`config.mk`:
```
export PLATFORM = sky130hd
export DESIGN_NAME = cache_word_writer
export DESIGN_NICKNAME = d
export VERILOG_FILES = /design/src/rtl/cache_pkg.sv /design/src/rtl/sync_fifo.sv /design/src/rtl/cache_word_writer.sv
export SDC_FILE = /design/constraint.sdc
export NUM_CORES = 1
export LEC_CHECK = 0
export ABC_CLOCK_PERIOD_IN_PS = 7250
export CAP_MARGIN = 30
export CORE_UTILIZATION = 38
export DETAILED_ROUTE_END_ITERATION = 7
export HOLD_SLACK_MARGIN = 0.1
export PLACE_DENSITY = 0.7
export REMOVE_ABC_BUFFERS = 1
export SLEW_MARGIN = 20
export SYNTH_ARGS = -nofsm -noshare
export SYNTH_HDL_FRONTEND = slang
export SYNTH_SLANG_ARGS = --single-unit
```
`constraint.sdc`:
```
create_clock -name clk -period 7.25 [get_ports clk]
set_input_delay 1.0875 -clock clk [delete_from_list [all_inputs] [get_ports clk]]
set_output_delay 1.0875 -clock clk [all_outputs]
set_load 0.01 [all_outputs]
```
`src/rtl/cache_pkg.sv`:
```
// Shared types and address-split helpers for the cache word writer.
// Geometry helpers keep the byte/line/set arithmetic in one place.
package cache_pkg;

    typedef enum logic [1:0] {
        WW_IDLE,
        WW_HOLD,
        WW_WRITE
    } ww_state_e;

    localparam int DEF_ADDRESS_WIDTH = 32;
    localparam int DEF_DATA_WIDTH    = 32;
    localparam int DEF_NUM_WAYS      = 4;

    // Store request as presented by the core at the default geometry.
    typedef struct packed {
        logic [DEF_ADDRESS_WIDTH-1:0]  addr;
        logic [DEF_DATA_WIDTH-1:0]     data;
        logic [DEF_DATA_WIDTH/8-1:0]   be;
        logic [$clog2(DEF_NUM_WAYS)-1:0] way;
    } ww_req_t;

    function automatic int bpw(input int data_width);
        return data_width / 8;
    endfunction

    function automatic int line_ofs(input int block_size);
        return $clog2(block_size);
    endfunction

    function automatic int idx_bits(input int num_sets);
        return $clog2(num_sets);
    endfunction

endpackage

```
`src/rtl/sync_fifo.sv`:
```
// Single-clock FIFO with a registered occupancy count.
// Pushes while full and pops while empty are ignored.
module sync_fifo #(
    parameter int WIDTH = 8,
    parameter int DEPTH = 4
) (
    input  logic             clk,
    input  logic             reset_n,
    input  logic             push,
    input  logic             pop,
    input  logic [WIDTH-1:0] wdata,
    output logic [WIDTH-1:0] rdata,
    output logic             full,
    output logic             empty
);

    localparam int PW = (DEPTH > 1) ? $clog2(DEPTH) : 1;
    localparam int CW = $clog2(DEPTH + 1);

    logic [WIDTH-1:0] mem_q [DEPTH];
    logic [PW-1:0]    wr_ptr_q, wr_ptr_d;
    logic [PW-1:0]    rd_ptr_q, rd_ptr_d;
    logic [CW-1:0]    count_q, count_d;
    logic             do_push, do_pop;

    function automatic logic [PW-1:0] ptr_inc(input logic [PW-1:0] p);
        return (p == PW'(DEPTH - 1)) ? '0 : p + PW'(1);
    endfunction

    assign full    = (count_q == CW'(DEPTH));
    assign empty   = (count_q == '0);
    assign do_push = push && !full;
    assign do_pop  = pop && !empty;
    assign rdata   = mem_q[rd_ptr_q];

    always_comb begin
        wr_ptr_d = wr_ptr_q;
        rd_ptr_d = rd_ptr_q;
        count_d  = count_q;
        if (do_push) begin
            wr_ptr_d = ptr_inc(wr_ptr_q);
        end
        if (do_pop) begin
            rd_ptr_d = ptr_inc(rd_ptr_q);
        end
        unique case ({do_push, do_pop})
            2'b10:   count_d = count_q + CW'(1);
            2'b01:   count_d = count_q - CW'(1);
            default: count_d = count_q;
        endcase
    end

    always_ff @(posedge clk or negedge reset_n) begin
        if (!reset_n) begin
            wr_ptr_q <= '0;
            rd_ptr_q <= '0;
            count_q  <= '0;
        end else begin
            wr_ptr_q <= wr_ptr_d;
            rd_ptr_q <= rd_ptr_d;
            count_q  <= count_d;
        end
    end

    always_ff @(posedge clk) begin
        if (do_push) begin
            mem_q[wr_ptr_q] <= wdata;
        end
    end

endmodule

```
`src/rtl/cache_word_writer.sv`:
```
// Coalescing word-store engine: queues byte-enabled stores, merges runs
// to the same line/way into one buffer, writes it back as one masked line.
module cache_word_writer
    import cache_pkg::*;
#(
    parameter int DATA_WIDTH    = 32,
    parameter int BLOCK_SIZE    = 32,
    parameter int ADDRESS_WIDTH = 32,
    parameter int NUM_WAYS      = 4,
    parameter int NUM_SETS      = 64,
    parameter int QUEUE_DEPTH   = 4,
    parameter int FLUSH_TIMEOUT = 4
) (
    input  logic                          clk,
    input  logic                          reset_n,
    input  logic                          req_valid,
    output logic                          req_ready,
    input  logic [ADDRESS_WIDTH-1:0]      req_addr,
    input  logic [DATA_WIDTH-1:0]         req_data,
    input  logic [DATA_WIDTH/8-1:0]       req_be,
    input  logic [$clog2(NUM_WAYS)-1:0]   req_way,
    input  logic                          flush,
    output logic [NUM_WAYS-1:0]           way_we,
    output logic [$clog2(NUM_SETS)-1:0]   way_index,
    output logic [BLOCK_SIZE*8-1:0]       way_wdata,
    output logic [BLOCK_SIZE-1:0]         way_byte_en,
    input  logic                          way_ack,
    output logic                          busy,
    output logic                          flush_done
);

    localparam int BPW       = bpw(DATA_WIDTH);
    localparam int OFS       = line_ofs(BLOCK_SIZE);
    localparam int WOFS      = $clog2(BPW);
    localparam int WPL       = BLOCK_SIZE / BPW;
    localparam int SLOT_W    = (WPL > 1) ? $clog2(WPL) : 1;
    localparam int LINE_W    = ADDRESS_WIDTH - OFS;
    localparam int IDX_W     = idx_bits(NUM_SETS);
    localparam int WAY_W     = $clog2(NUM_WAYS);
    localparam int LINE_BITS = BLOCK_SIZE * 8;
    localparam int CNT_W     = $clog2(FLUSH_TIMEOUT) + 1;

    // Queue entries carry the address already split into line and slot.
    typedef struct packed {
        logic [LINE_W-1:0]     line;
        logic [SLOT_W-1:0]     slot;
        logic [DATA_WIDTH-1:0] data;
        logic [BPW-1:0]        be;
        logic [WAY_W-1:0]      way;
    } req_t;

    ww_state_e             state_q, state_d;
    logic [LINE_W-1:0]     buf_line_q, buf_line_d;
    logic [WAY_W-1:0]      buf_way_q, buf_way_d;
    logic [LINE_BITS-1:0]  buf_data_q, buf_data_d;
    logic [BLOCK_SIZE-1:0] buf_mask_q, buf_mask_d;
    logic                  buf_valid_q, buf_valid_d;
    logic [CNT_W-1:0]      cnt_q, cnt_d;
    logic                  flush_pending_q, flush_pending_d;

    req_t                  in_req;
    req_t                  head;
    logic                  fifo_full, fifo_empty;
    logic                  push, pop;
    logic                  head_match;
    logic                  in_write;
    logic                  flush_fire;
    logic [LINE_BITS-1:0]  merged_data;
    logic [BLOCK_SIZE-1:0] merged_mask;

    assign in_req.line = req_addr[ADDRESS_WIDTH-1:OFS];
    assign in_req.slot = SLOT_W'(req_addr[OFS-1:0] >> WOFS);
    assign in_req.data = req_data;
    assign in_req.be   = req_be;
    assign in_req.way  = req_way;

    assign req_ready = !fifo_full;
    assign push      = req_valid && !fifo_full && (|req_be);

    sync_fifo #(
        .WIDTH ($bits(req_t)),
        .DEPTH (QUEUE_DEPTH)
    ) u_fifo (
        .clk     (clk),
        .reset_n (reset_n),
        .push    (push),
        .pop     (pop),
        .wdata   (in_req),
        .rdata   (head),
        .full    (fifo_full),
        .empty   (fifo_empty)
    );

    assign head_match = !fifo_empty
                     && (head.line == buf_line_q)
                     && (head.way == buf_way_q);

    // A fresh load starts from an empty line; a merge starts from the buffer.
    always_comb begin
        merged_data = (state_q == WW_IDLE) ? '0 : buf_data_q;
        merged_mask = (state_q == WW_IDLE) ? '0 : buf_mask_q;
        for (int i = 0; i < BPW; i++) begin
            if (head.be[i]) begin
                merged_data[(int'(head.slot) * BPW + i) * 8 +: 8] =
                    head.data[i * 8 +: 8];
                merged_mask[int'(head.slot) * BPW + i] = 1'b1;
            end
        end
    end

    assign flush_fire = flush_pending_q
                     && (state_q == WW_IDLE)
                     && fifo_empty;

    always_comb begin
        state_d         = state_q;
        buf_line_d      = buf_line_q;
        buf_way_d       = buf_way_q;
        buf_data_d      = buf_data_q;
        buf_mask_d      = buf_mask_q;
        buf_valid_d     = buf_valid_q;
        cnt_d           = cnt_q;
        pop             = 1'b0;
        flush_pending_d = (flush_pending_q && !flush_fire) || flush;

        unique case (state_q)
            WW_IDLE: begin
                if (!fifo_empty) begin
                    pop         = 1'b1;
                    buf_line_d  = head.line;
                    buf_way_d   = head.way;
                    buf_data_d  = merged_data;
                    buf_mask_d  = merged_mask;
                    buf_valid_d = 1'b1;
                    cnt_d       = '0;
                    state_d     = WW_HOLD;
                end
            end
            WW_HOLD: begin
                if (head_match) begin
                    pop        = 1'b1;
                    buf_data_d = merged_data;
                    buf_mask_d = merged_mask;
                    cnt_d      = '0;
                end else if (!fifo_empty || flush_pending_q
                             || (cnt_q == CNT_W'(FLUSH_TIMEOUT - 1))) begin
                    state_d = WW_WRITE;
                end else begin
                    cnt_d = cnt_q + CNT_W'(1);
                end
            end
            WW_WRITE: begin
                if (way_ack) begin
                    buf_valid_d = 1'b0;
                    state_d     = WW_IDLE;
                end
            end
            default: begin
                state_d = WW_IDLE;
            end
        endcase
    end

    always_ff @(posedge clk or negedge reset_n) begin
        if (!reset_n) begin
            state_q         <= WW_IDLE;
            buf_line_q      <= '0;
            buf_way_q       <= '0;
            buf_data_q      <= '0;
            buf_mask_q      <= '0;
            buf_valid_q     <= 1'b0;
            cnt_q           <= '0;
            flush_pending_q <= 1'b0;
        end else begin
            state_q         <= state_d;
            buf_line_q      <= buf_line_d;
            buf_way_q       <= buf_way_d;
            buf_data_q      <= buf_data_d;
            buf_mask_q      <= buf_mask_d;
            buf_valid_q     <= buf_valid_d;
            cnt_q           <= cnt_d;
            flush_pending_q <= flush_pending_d;
        end
    end

    // Array-side outputs come straight from registers, so reset clears them at once.
    assign in_write = (state_q == WW_WRITE);

    always_comb begin
        way_we = '0;
        if (in_write) begin
            way_we[buf_way_q] = 1'b1;
        end
    end

    assign way_index   = in_write ? buf_line_q[IDX_W-1:0] : '0;
    assign way_wdata   = in_write ? buf_data_q : '0;
    assign way_byte_en = in_write ? buf_mask_q : '0;
    assign busy        = !fifo_empty || buf_valid_q;
    assign flush_done  = flush_fire;

endmodule

```
# Word level (Yosys, flattened, before mapping)
# Memories as Yosys holds them, arrays and structs flattened.
# Index checks and enable logic that the tools add are counted.
# totals
regBits	331
ramBits	272
input_bits	75
out_inout_bits	301
word_cells	149
memories	1
# memory_table
name	words	word_bits	rd	rd_ports_with_merged_regs	wr	line	source
u_fifo.mem_q	4	68	1	0	1	sync_fifo.sv:20	logic [WIDTH-1:0] mem_q [DEPTH];
# op_classes
add_sub_neg	12
n_lt_le_gt_ge	10
n_eq_ne	16
shifts	8
mux	54
bitwise_logic	5
n_reduce_logical	32
# op_table
cell	count
$mux W256	8
$bwmux W256	4
$shift A8 B33 Y256 const A	4
$shiftx A8 B33 Y256	4
$pmux W256 S2	1
$mux W32	8
$neg A32 Y33	3
$or A32 B32 Y32	3
$pmux W32 S2	1
$neg A8 Y33	1
$or A32 B29 Y32	1
$eq A27 B27 Y1	1
$ge A6 B1 Y1 const B	3
$lt A6 B6 Y1 const B	3
$demux W1 S5	3
$logic_and A1 B1 Y1	14
$add A5 B2 Y6 const B	2
$mux W2	6
$pmux W3 S2	2
$mux W1	11
$ne A2 B2 Y1 const B	5
$mux W3	3
$reduce_and A3 Y1	3
$eq A2 B2 Y1 const B	4
28 further kinds	39

# Logic depth before layout (Yosys ltp)
# An unclocked memory read counts as a cell.
# logic_depth
ltp_word	15
ltp_mapped	16
mapped_depth_nobuf	12

# Hierarchy
# A second synthesis with hierarchy kept.
# hier_totals
cells_unflattened	1747
hier_area_um2	25036.5
# by_module_without_submodules
module	n_inst	cells_per_inst	area_each_um2	seq_area_each_um2
cache_word_writer	1	1351	14696.6	8107.8
sync_fifo	1	396	10339.9	8343.0

# Least setup slack after synthesis
# OpenSTA, ideal clock, no wires.
# synth_timing
path_kind	reg2reg
start	reg u_fifo.rd_ptr_q[0]
end	reg buf_data_q[0]
setup_ns	0.121
t_arrival_ns	3.626
required_ns	7.129
slack_ns	3.503
stages_incl_launch_ff	13
path_buffers	3
period_less_slack_ns	3.747
path_cell_list	dfrtp_1 buf_2 buf_4 buf_2 mux4_2 inv_1 ha_1 ha_1 or3b_2 nor4_1 and4_1 a21oi_1 a22o_1
# synth_via
elab_chain_cells	13
elab_cells_between_ends	33
classes_between	7 x add/sub; 3 x eq/ne; 8 x shift; 11 x mux; 3 x reduce/logical; 1 x memory
# synth_lines
item	line	source
start: declaration	sync_fifo.sv:22	logic [PW-1:0] rd_ptr_q, rd_ptr_d;
start signal: assignment	sync_fifo.sv:60	rd_ptr_q <= rd_ptr_d;
$mem_v2 Z4 W68 *	-	
parallel branches: the longest is 12 deep, another holds $neg A32 Y33	-	
end signal: assignment	cache_word_writer.sv:178	buf_data_q <= buf_data_d;
end: declaration	cache_word_writer.sv:55	logic [LINE_BITS-1:0] buf_data_q, buf_data_d;
# Mark *: on every way between the ends. The select of a mux whose other input is x is not followed.
# A chain may end at the register's enable or synchronous reset.

# Worst setup path in the final report
# layout_timing
start	reg u_fifo.rd_ptr_q[0]
end	reg buf_data_q[129]
# The elaborated chain is that of the path after synthesis.

==> results.py <==
metrics = {
    "logic_synthesis": {
        "synthArstFlopShare": 0.549,
        "synth_top_cell_by_area": "dfrtp_1",
        "yosys-top-cells-area": "dfrtp_1 33%, edfxtp_1 32%, o22ai_1 5.7%",
        "syn_area_per_cell_um2": 12.3,
        "syn_area_um2": 25300,
        "synth_top_area_frac": 0.328,
        "ys_seq_elements": 603,
        "synth-edff-count": 272,
        "yosysWarnings": 0,
        "synthFlopType": "dfrtp_1",
        "ys_types": 57,
        "ys_seq_area_frac": 0.651,
        "postSynthCellCount": 2058,
        "synth_common_cells": "331 x dfrtp_1, 272 x edfxtp_1, 230 x o22ai_1",
        "synth.most_common_cell": "dfrtp_1",
    },
    "grt": {
        "grt_pass1_wl_um": 106000,
        "antenna_found_initial": 15,
        "grt_pass1_vias": 17900,
        "grt-ovfl-total": 0,
        "grt_max_degree": 159,
        "grt_use_total": 0.208,
    },
    "setup_path": {
        "path_delay_family": "simple AND/OR/NAND/NOR gates",
        "crit_type": "register to register",
        "end_kind": "register",
        "cp_num_buf_inv": 1,
        "cpPeakStageDelay_ns": 0.86,
        "crit_fanout": 36,
        "crit_chain": "buf_4 > mux4_2 > nor2b_1 > a2111o_1 > nor4_4 > nand4_4 > nor3_2 > o22ai_1",
        "crit_arrival_ns": 5.37,
        "critPathSlowestCell": "dfrtp_4",
        "required_ns": 7.72,
        "startpoint_type": "register",
    },
    "power": {
        "fin_total_pwr_mw": 12.0,
        "irDropWorstVdd_mv": 0.194,
        "powerDensity_nw_per_um2": 373,
        "leakagePower_nw": 12.0,
    },
    "floorplanning": {
        "start_util": 0.384,
        "die_h_um": 260,
        "dieArea_um2": 67500,
        "ioPinCount": 376,
        "coreArea_um2": 65700,
        "rows": 94,
        "die_x_um": 260,
    },
    "clocking": {
        "clkLatencyLatePin_ns": 0.63,
        "cts_hold_buf": 0,
        "clk_pin_slew_ns": 0.06,
        "tritoncts": "built",
        "numCtsBuffers": 60,
        "root_buffer": "clkbuf_16",
        "postCtsSetupRepairBufs": 0,
        "clkSinkCount": 603,
        "cts_buffer_depth": 3,
        "htree_levels": 2,
        "ctsResizeCount": 0,
    },
    "timing": {
        "slew_headroom": 0.332,
        "setup_violations": 0,
        "whs_ns": 0.472,
        "fmax_mhz": 204,
        "setup_slack_ns": 2.34,
        "fin_tns_setup_ns": 0,
        "tightest_slew_ns": 1.00,
        "min_period_over_period": 0.677,
        "layout_min_cycle_time_ns": 4.91,
        "fin_skew_ns": 0.0316,
        "slew_violations": 0,
        "rsz0062_at_grt": "no",
        "hold_viol": 0,
    },
    "flow_run": {
        "cap_violations": 0,
    },
    "placement": {
        "routabilityCongestion": 0.842,
        "pre_cts_slack_ns": 2.23,
        "port_buffers": 373,
        "hpwl_um": 48500,
    },
    "drt": {
        "dr.pass1.iters": 7,
        "via_count": 17800,
        "drtIter0Drc": 1492,
        "routed_wl_um": 71400,
        "detail_route.vias_per_cell": 5.35,
        "drc": 0,
        "wire_per_inst_um": 21.4,
        "ant_nets": 0,
    },
    "cells_and_area": {
        "layout.nets": 2497,
        "final_core_util": 0.487,
        "drive_gt1_frac": 0.0980,
        "area_delta_synth_final_pct": 26.8,
    },
    "min_path": {
        "hold_class": "input pin to asynchronous set/reset pin",
    },
    "status": {
        "outcome": "finished, final reports clean",
    },
}
final cells by class:
cell class	count	area, um^2
flip-flops and latches	603	16500
clock buffers	90	1810
repair buffers	405	4090
multi-input cells	1173	7720
well taps	864	1080
diodes	9	22.5
clock inverters	23	238
fillers	5661	33700
inverters	164	616
kinds of logic after synthesis:
kind of cell / Yosys count / share of synthesized area
multiplexers: 94 / 0.0669
AO/OA/AOI/OAI: 378 / 0.0958
buffers and inverters: 282 / 0.0457
XOR/XNOR: 26 / 0.00901
AND/OR/NAND/NOR: 660 / 0.124
flip-flops: 603 / 0.651
adder cells (fa/ha/maj): 15 / 0.00772
flip-flops by register name (all words and copies together) (netlist names):
| signal | count |
|---|---|
| buf_data_q | 256 |
| buf_line_q | 27 |
| buf_mask_q | 32 |
| buf_valid_q | 1 |
| buf_way_q | 2 |
| cnt_q | 3 |
| flush_pending_q | 1 |
| state_q | 2 |
| u_fifo.count_q | 3 |
| u_fifo.mem_q | 272 |
| u_fifo.rd_ptr_q | 2 |
| u_fifo.wr_ptr_q | 2 |
power by group:
| part | total, mW | leakage [nW] | internal [mW] | switching, mW |
|---|---|---|---|---|
| sequential | 4.71 | 7.02 | 4.28 | 0.429 |
| combinational | 4.06 | 4.03 | 1.34 | 2.72 |
| clock | 3.18 | 1.00 | 1.87 | 1.32 |
| total | 12.0 | 12.0 | 7.49 | 4.47 |
cell usage in the layout (no fill, tap or decap), types with 14 or more instances in the layout:
cell,netlist,routed
clkdlybuf4s50_1,0,372
dfrtp_1,331,329
edfxtp_1,272,272
o22ai_1,230,230
nand2_1,226,224
nor2_1,183,181
inv_1,163,163
and2_1,155,151
clkbuf_16,0,63
mux4_2,59,59
o21ai_0,42,42
o21ai_1,29,29
mux2i_1,26,26
o211ai_1,24,24
nand4_1,23,23
xnor2_1,20,20
buf_4,3,20
nand3_1,20,19
a22o_1,17,17
ha_1,14,14
layer usage:
metal,track usage,vias to the layer above,share of wire
li1,-,8023,-
met1,0.266,8928,0.41
met2,0.352,686,0.50
met3,0.0393,163,0.062
met4,0.0732,14,0.032
met5,0,-,0.0014
final timing paths:
check | from | to | slack (ns) | depth (start not counted)
hold / removal | reset_n | buf_data_q[244] | 0.47 | 1
hold reg to reg | buf_mask_q[22] | buf_mask_q[22] | 0.47 | 2
setup / recovery | u_fifo.rd_ptr_q[0] | buf_data_q[129] | 2.34 | 8
min in group clk | buf_mask_q[22] | buf_mask_q[22] | 0.47 | 2
setup reg to reg | u_fifo.rd_ptr_q[0] | buf_data_q[129] | 2.34 | 8
max in group asynchronous | reset_n | buf_data_q[24] | 5.39 | 2
worst reg2reg max path, cell delays in order (launching register included):
cell and delay, ns:
dfrtp_4 0.86, buf_4 0.53, mux4_2 0.59, nor2b_1 0.14, a2111o_1 0.32, nor4_4 0.51
nand4_4 0.74, nor3_2 0.84, o22ai_1 0.20
metrics by stage:
stage | cell area, um^2 | std cells
2_1_floorplan | 24700 | 1940
4_1_cts | 31900 | 3318
3_3_place_gp | 29800 | 3198
5_1_grt | 32000 | 3330
6_report | 32000 | 3331
3_5_place_dp | 29900 | 3205
No activity file was read; power rests on OpenSTA's default activity.
